--- src/rtl/timer_multi.sv ---
// rtl/timer_multi.sv - N-channel programmable seconds timer with one-shot/periodic modes
// Optional feature macro: TIMER_PAUSE_EN (adds per-channel pause input that freezes counting)
module timer_multi #(
    parameter int CLK_HZ = 10000,
    parameter int SEC_W  = 16,
    parameter int N_CH   = 4
) (
    input  logic                    CLK,
    input  logic                    reset,
    input  logic [N_CH-1:0]         start,
    input  logic [N_CH-1:0]         stop,
    input  logic [N_CH-1:0]         periodic,
`ifdef TIMER_PAUSE_EN
    input  logic [N_CH-1:0]         pause,
`endif
    input  logic [N_CH*SEC_W-1:0]   secondsToCount,
    output logic [N_CH-1:0]         busy,
    output logic [N_CH-1:0]         finished,
    output logic                    irq
);

    localparam int CYC_W = $clog2(CLK_HZ);
    localparam logic [CYC_W-1:0] CYC_MAX = CYC_W'(CLK_HZ - 1);

    typedef enum logic {
        IDLE = 1'b0,
        RUN  = 1'b1
    } state_e;

    state_e             state_q [N_CH];
    state_e             state_d [N_CH];
    logic [CYC_W-1:0]   cyc_q   [N_CH];
    logic [CYC_W-1:0]   cyc_d   [N_CH];
    logic [SEC_W-1:0]   sec_q   [N_CH];
    logic [SEC_W-1:0]   sec_d   [N_CH];
    logic [SEC_W-1:0]   tgt_q   [N_CH];
    logic [SEC_W-1:0]   tgt_d   [N_CH];
    logic [N_CH-1:0]    mode_q;
    logic [N_CH-1:0]    mode_d;
    logic [N_CH-1:0]    finished_q;
    logic [N_CH-1:0]    finished_d;
    logic               irq_q;
    logic               irq_d;
    logic [N_CH-1:0]    hold;

`ifdef TIMER_PAUSE_EN
    assign hold = pause;
`else
    assign hold = '0;
`endif

    // Per-channel next-state: start (restart) beats stop, stop beats counting
    always_comb begin
        finished_d = '0;
        mode_d     = mode_q;
        irq_d      = |finished_q;
        for (int k = 0; k < N_CH; k++) begin
            state_d[k] = state_q[k];
            cyc_d[k]   = cyc_q[k];
            sec_d[k]   = sec_q[k];
            tgt_d[k]   = tgt_q[k];
            if (start[k]) begin
                // Restart drops any expiry that would have landed on this edge
                state_d[k] = RUN;
                tgt_d[k]   = secondsToCount[k*SEC_W +: SEC_W];
                mode_d[k]  = periodic[k];
                cyc_d[k]   = '0;
                sec_d[k]   = '0;
            end else if (state_q[k] == RUN) begin
                if (stop[k]) begin
                    state_d[k] = IDLE;
                end else if (!hold[k]) begin
                    // A zero target expires on every running edge; otherwise expiry is
                    // the edge that completes the last second (sec never passes tgt)
                    if ((tgt_q[k] == '0) ||
                        ((cyc_q[k] == CYC_MAX) && (sec_q[k] == tgt_q[k] - 1'b1))) begin
                        finished_d[k] = 1'b1;
                        cyc_d[k]      = '0;
                        sec_d[k]      = '0;
                        if (!mode_q[k]) begin
                            state_d[k] = IDLE;
                        end
                    end else if (cyc_q[k] == CYC_MAX) begin
                        cyc_d[k] = '0;
                        sec_d[k] = sec_q[k] + 1'b1;
                    end else begin
                        cyc_d[k] = cyc_q[k] + 1'b1;
                    end
                end
            end
        end
    end

    // State and counter registers; reset aborts every channel without a pulse
    always_ff @(posedge CLK) begin
        if (reset) begin
            for (int k = 0; k < N_CH; k++) begin
                state_q[k] <= IDLE;
                cyc_q[k]   <= '0;
                sec_q[k]   <= '0;
                tgt_q[k]   <= '0;
            end
            mode_q     <= '0;
            finished_q <= '0;
            irq_q      <= 1'b0;
        end else begin
            for (int k = 0; k < N_CH; k++) begin
                state_q[k] <= state_d[k];
                cyc_q[k]   <= cyc_d[k];
                sec_q[k]   <= sec_d[k];
                tgt_q[k]   <= tgt_d[k];
            end
            mode_q     <= mode_d;
            finished_q <= finished_d;
            irq_q      <= irq_d;
        end
    end

    // Busy reflects the registered channel state directly
    always_comb begin
        for (int k = 0; k < N_CH; k++) begin
            busy[k] = (state_q[k] == RUN);
        end
    end

    assign finished = finished_q;
    assign irq      = irq_q;

endmodule

--- config.mk ---
export PLATFORM = sky130hd
export DESIGN_NAME = timer_multi
export DESIGN_NICKNAME = d
export VERILOG_FILES = /design/src/rtl/timer_multi.sv
export SDC_FILE = /design/constraint.sdc
export NUM_CORES = 1
export LEC_CHECK = 0
export ABC_AREA = 1
export CORE_ASPECT_RATIO = 1.4
export CORE_MARGIN = 1
export CORE_UTILIZATION = 60
export DETAILED_ROUTE_END_ITERATION = 6
export GPL_ROUTABILITY_DRIVEN = 0
export HOLD_SLACK_MARGIN = 0.08
export PLACE_DENSITY = 0.84
export SKIP_CTS_REPAIR_TIMING = 1
export SLEW_MARGIN = 10
export SYNTH_ARGS = -nofsm -noshare
export SYNTH_HDL_FRONTEND = slang
export SYNTH_SLANG_ARGS = --single-unit
--- constraint.sdc ---
create_clock -name CLK -period 4 [get_ports CLK]
set_input_delay 0.8 -clock CLK [delete_from_list [all_inputs] [get_ports CLK]]
set_output_delay 0.8 -clock CLK [all_outputs]
set_load 0.01 [all_outputs]
==> summary by stage <==
Placement
The number of placed instances, taps included, is 2070. The worst-case setup slack after placement is 1.069 ns. The number of port buffers is 86. The placed wire-length estimate after detailed placement is 21160 µm.

Clocking
The count of clock tree sinks is 197. TritonCTS built the clock tree. The insertion delay to the later sink of the worst-skew pair is 0.45 ns. The clock passes through at most 2 buffers. The number of buffers added by the clock tree synthesis step is 17. The clock-pin slew on the worst setup and hold paths is 0.08 ns. The root buffer cell is clkbuf_16. The H-tree was split into 4 levels.

Critical path
The required time at the endpoint of the critical path is 4.36 ns. The worst setup path startpoint is reset. The reg-to-reg critical path startpoint is tgt_q[1][0]. The worst setup path is of the input pin to register kind. The critical path launch point type is an input pin. STA puts the critical path data arrival time at 2.90 ns.

The worst setup path is captured at a register. The highest net fanout along the worst path is 9.

Final layout
From synthesis to final layout, the design area changed by 14.53%. In the final layout, the share of cells above drive strength 1 is 0.04952. The final core utilization is 0.7035.

The filler cells instantiated in the layout total 1586. The number of antenna diodes is 0. The count of cells in the finished layout, fillers not included, comes to 2102. The final-stage net count is 1935.

Yosys
The most frequent cell after synthesis is nand2_1. The synthesized area per cell is 6.474 µm². The total standard cell area after synthesis is 11430 µm². By area the synthesized netlist is led by dfxtp_1 35%, nand2_1 13%, nor2_1 11%. Counting flops with a built-in enable in the synthesized netlist gives 0. Counting flops with an async set or reset pin after synthesis yields a share of 0.

In the synthesized netlist, the number of instances is 1765. The sequential area share after synthesis is 0.3451. The number of synthesized register bits is 197. Ranked by instance count, the synthesized netlist is headed by 383 x nand2_1, 337 x nor2_1, 223 x inv_1, 197 x dfxtp_1, 109 x o21ai_0. Of the post-synthesis cell area, the dominant cell type holds 0.3451. Synthesis produced a netlist with a net count of 1855.

The distinct cell type count after synthesis is 41. Summed over all instances, the cell type with the most area after synthesis is dfxtp_1. The Yosys warning count is 0.

Among all flip-flop cells after synthesis, the most frequent one is dfxtp_1.

Route
After the first detailed-routing iteration, the DRC count stood at 762. After detailed routing, the total wire length is 28110 µm. The average routed wire per standard cell is 13.37 µm.

The first TritonRoute pass finished after 6 iterations. The total number of vias is 11328. The remaining number of nets flagged by the antenna check after routing is 0.

In the routed design, unresolved DRC markers number 0. The number of vias per cell is 5.389.

Global route
The overall global routing resource usage is 0.2920. The initial antenna violation count is 0. After global routing the overflow that remains totals 0.

The first global-routing pass estimated 46820 µm of wire. Entering global routing, the biggest net connects 73 pins. The number of global-route vias before repair was 10750.

STA
The number of pins with negative max-slew slack in the final report is 0. The final worst-path cycle share is 0.6342. Static timing analysis puts the maximum clock frequency at 394.2 MHz. The post-route clock skew is 0.01120 ns.

The worst-margin pin slew is 1.041 ns. The final count of hold timing violations is 0. The final worst-path setup slack is 1.463 ns.

Setup repair after global routing left no endpoint under its margin. The minimum period implied by the final worst setup slack is 2.537 ns. In the final timing run, aggregate negative setup slack is 0 ns.

The final number of setup-violating endpoints is 0. The relative slew slack is 0.3049.

Floorplan
Row generation in the floorplan step produced 59 rows. The die is 118.6 µm wide. The floorplan die area is 19610 µm². The vertical extent of the die is 165.3 µm. The initial core utilization is 0.6143. The region available for standard cell placement spans 18600 µm². The boundary pin count is 87.

Power and ir drop
The peak ir drop on the vdd network is 0.3125 mV. Dividing total power by cell area gives a power density of 339.9 nW/µm². The leakage power is 0.005383 µW.

After layout, the design draws a total of 4448 µW.

Outcome
The run finished with clean final reports.

Hold path
The worst min-delay path category is register to register. The worst hold path begins at mode_q[2].

Flow run
The tool flagged a number of max-cap violations equal to 0.
## worst max-delay path: stages
cell,delay [ns]
clkdlybuf4s50_1,0.63
nor2_2,0.42
inv_1,0.13
nor2_1,0.32
clkinv_1,0.33
nor3b_1,0.27
## routing by layer
layer	wire length [µm]	track usage	vias to the layer above
met5	0	0	-
met4	1128	0.1530	0
met3	1153	0.04396	105
met2	14400	0.5534	322
met1	11430	0.3117	5149
li1	-	-	5752
## final cells by class
class / instances / area, µm² / share of cell area
multi-input cells: 1302 / 6464 / 0.4939
repair buffers: 89 / 883.3 / 0.06749
inverters: 238 / 893.4 / 0.06826
flip-flops and latches: 197 / 3944 / 0.3013
well taps: 244 / 305.3 / 0.02333
clock inverters: 14 / 168.9 / 0.01291
clock buffers: 18 / 429.2 / 0.03279
## cell families (layout without fill, tap and decap cells)
| group | count (synthesis) | in the layout | synth area share |
|---|---|---|---|
| flip-flops | 197 | 197 | 0.3451 |
| AND/OR/NAND/NOR | 968 | 968 | 0.3657 |
| adder cells (fa/ha/maj) | 12 | 12 | 0.01314 |
| AO/OA/AOI/OAI | 201 | 201 | 0.09340 |
| XOR/XNOR | 121 | 121 | 0.09340 |
| buffers and inverters | 266 | 359 | 0.08924 |
## stage by stage
step | area, µm² | hold slack, ns
2_1_floorplan | 11430 | 0.4364
3_3_place_gp | 12490 | 0.4496
3_5_place_dp | 12490 | 0.4579
4_1_cts | 13090 | 0.4760
5_1_grt | 13090 | 0.5032
6_report | 13090 | 0.4778
## report_power, final
group | total (µW) | internal (µW) | leakage [µW] | switching (µW)
Sequential | 2060 | 2010 | 0.00161 | 51.8
Clock | 1750 | 894 | 0.000290 | 857
Combinational | 632 | 252 | 0.00349 | 380
## path summary, 6_finish.rpt
kind | end | slack, ns | cells after the start
worst max register to register | sec_q[1][3] | 1.52 | 15
worst min register to register | mode_q[2] | 0.48 | 2
worst min-delay path | mode_q[2] | 0.48 | 2
worst max-delay path | cyc_q[0][10] | 1.46 | 6
## flip-flops by register name, indices dropped and copies added, names as in the netlist
| register | flops |
|---|---|
| sec_q | 64 |
| tgt_q | 64 |
| cyc_q | 56 |
| finished | 4 |
| mode_q | 4 |
| state_q | 4 |
| irq | 1 |
## placed cells by master, fill, tap and decap left out, types with 6 or more instances in the layout
cell type and count:
a21oi_1 69, clkbuf_16 17, clkdlybuf4s50_1 86, dfxtp_1 197
ha_1 12, inv_1 222, inv_2 11, nand2_1 383
nand3_1 95, nand3_2 11, nand3b_1 7, nand4_1 31
nor2_1 337, nor2_2 16, nor3_1 50, nor3b_1 10
nor4_1 9, o21ai_0 109, o21bai_1 6, xnor2_1 42
xor2_1 78
Power figures use the tool's default switching activity.
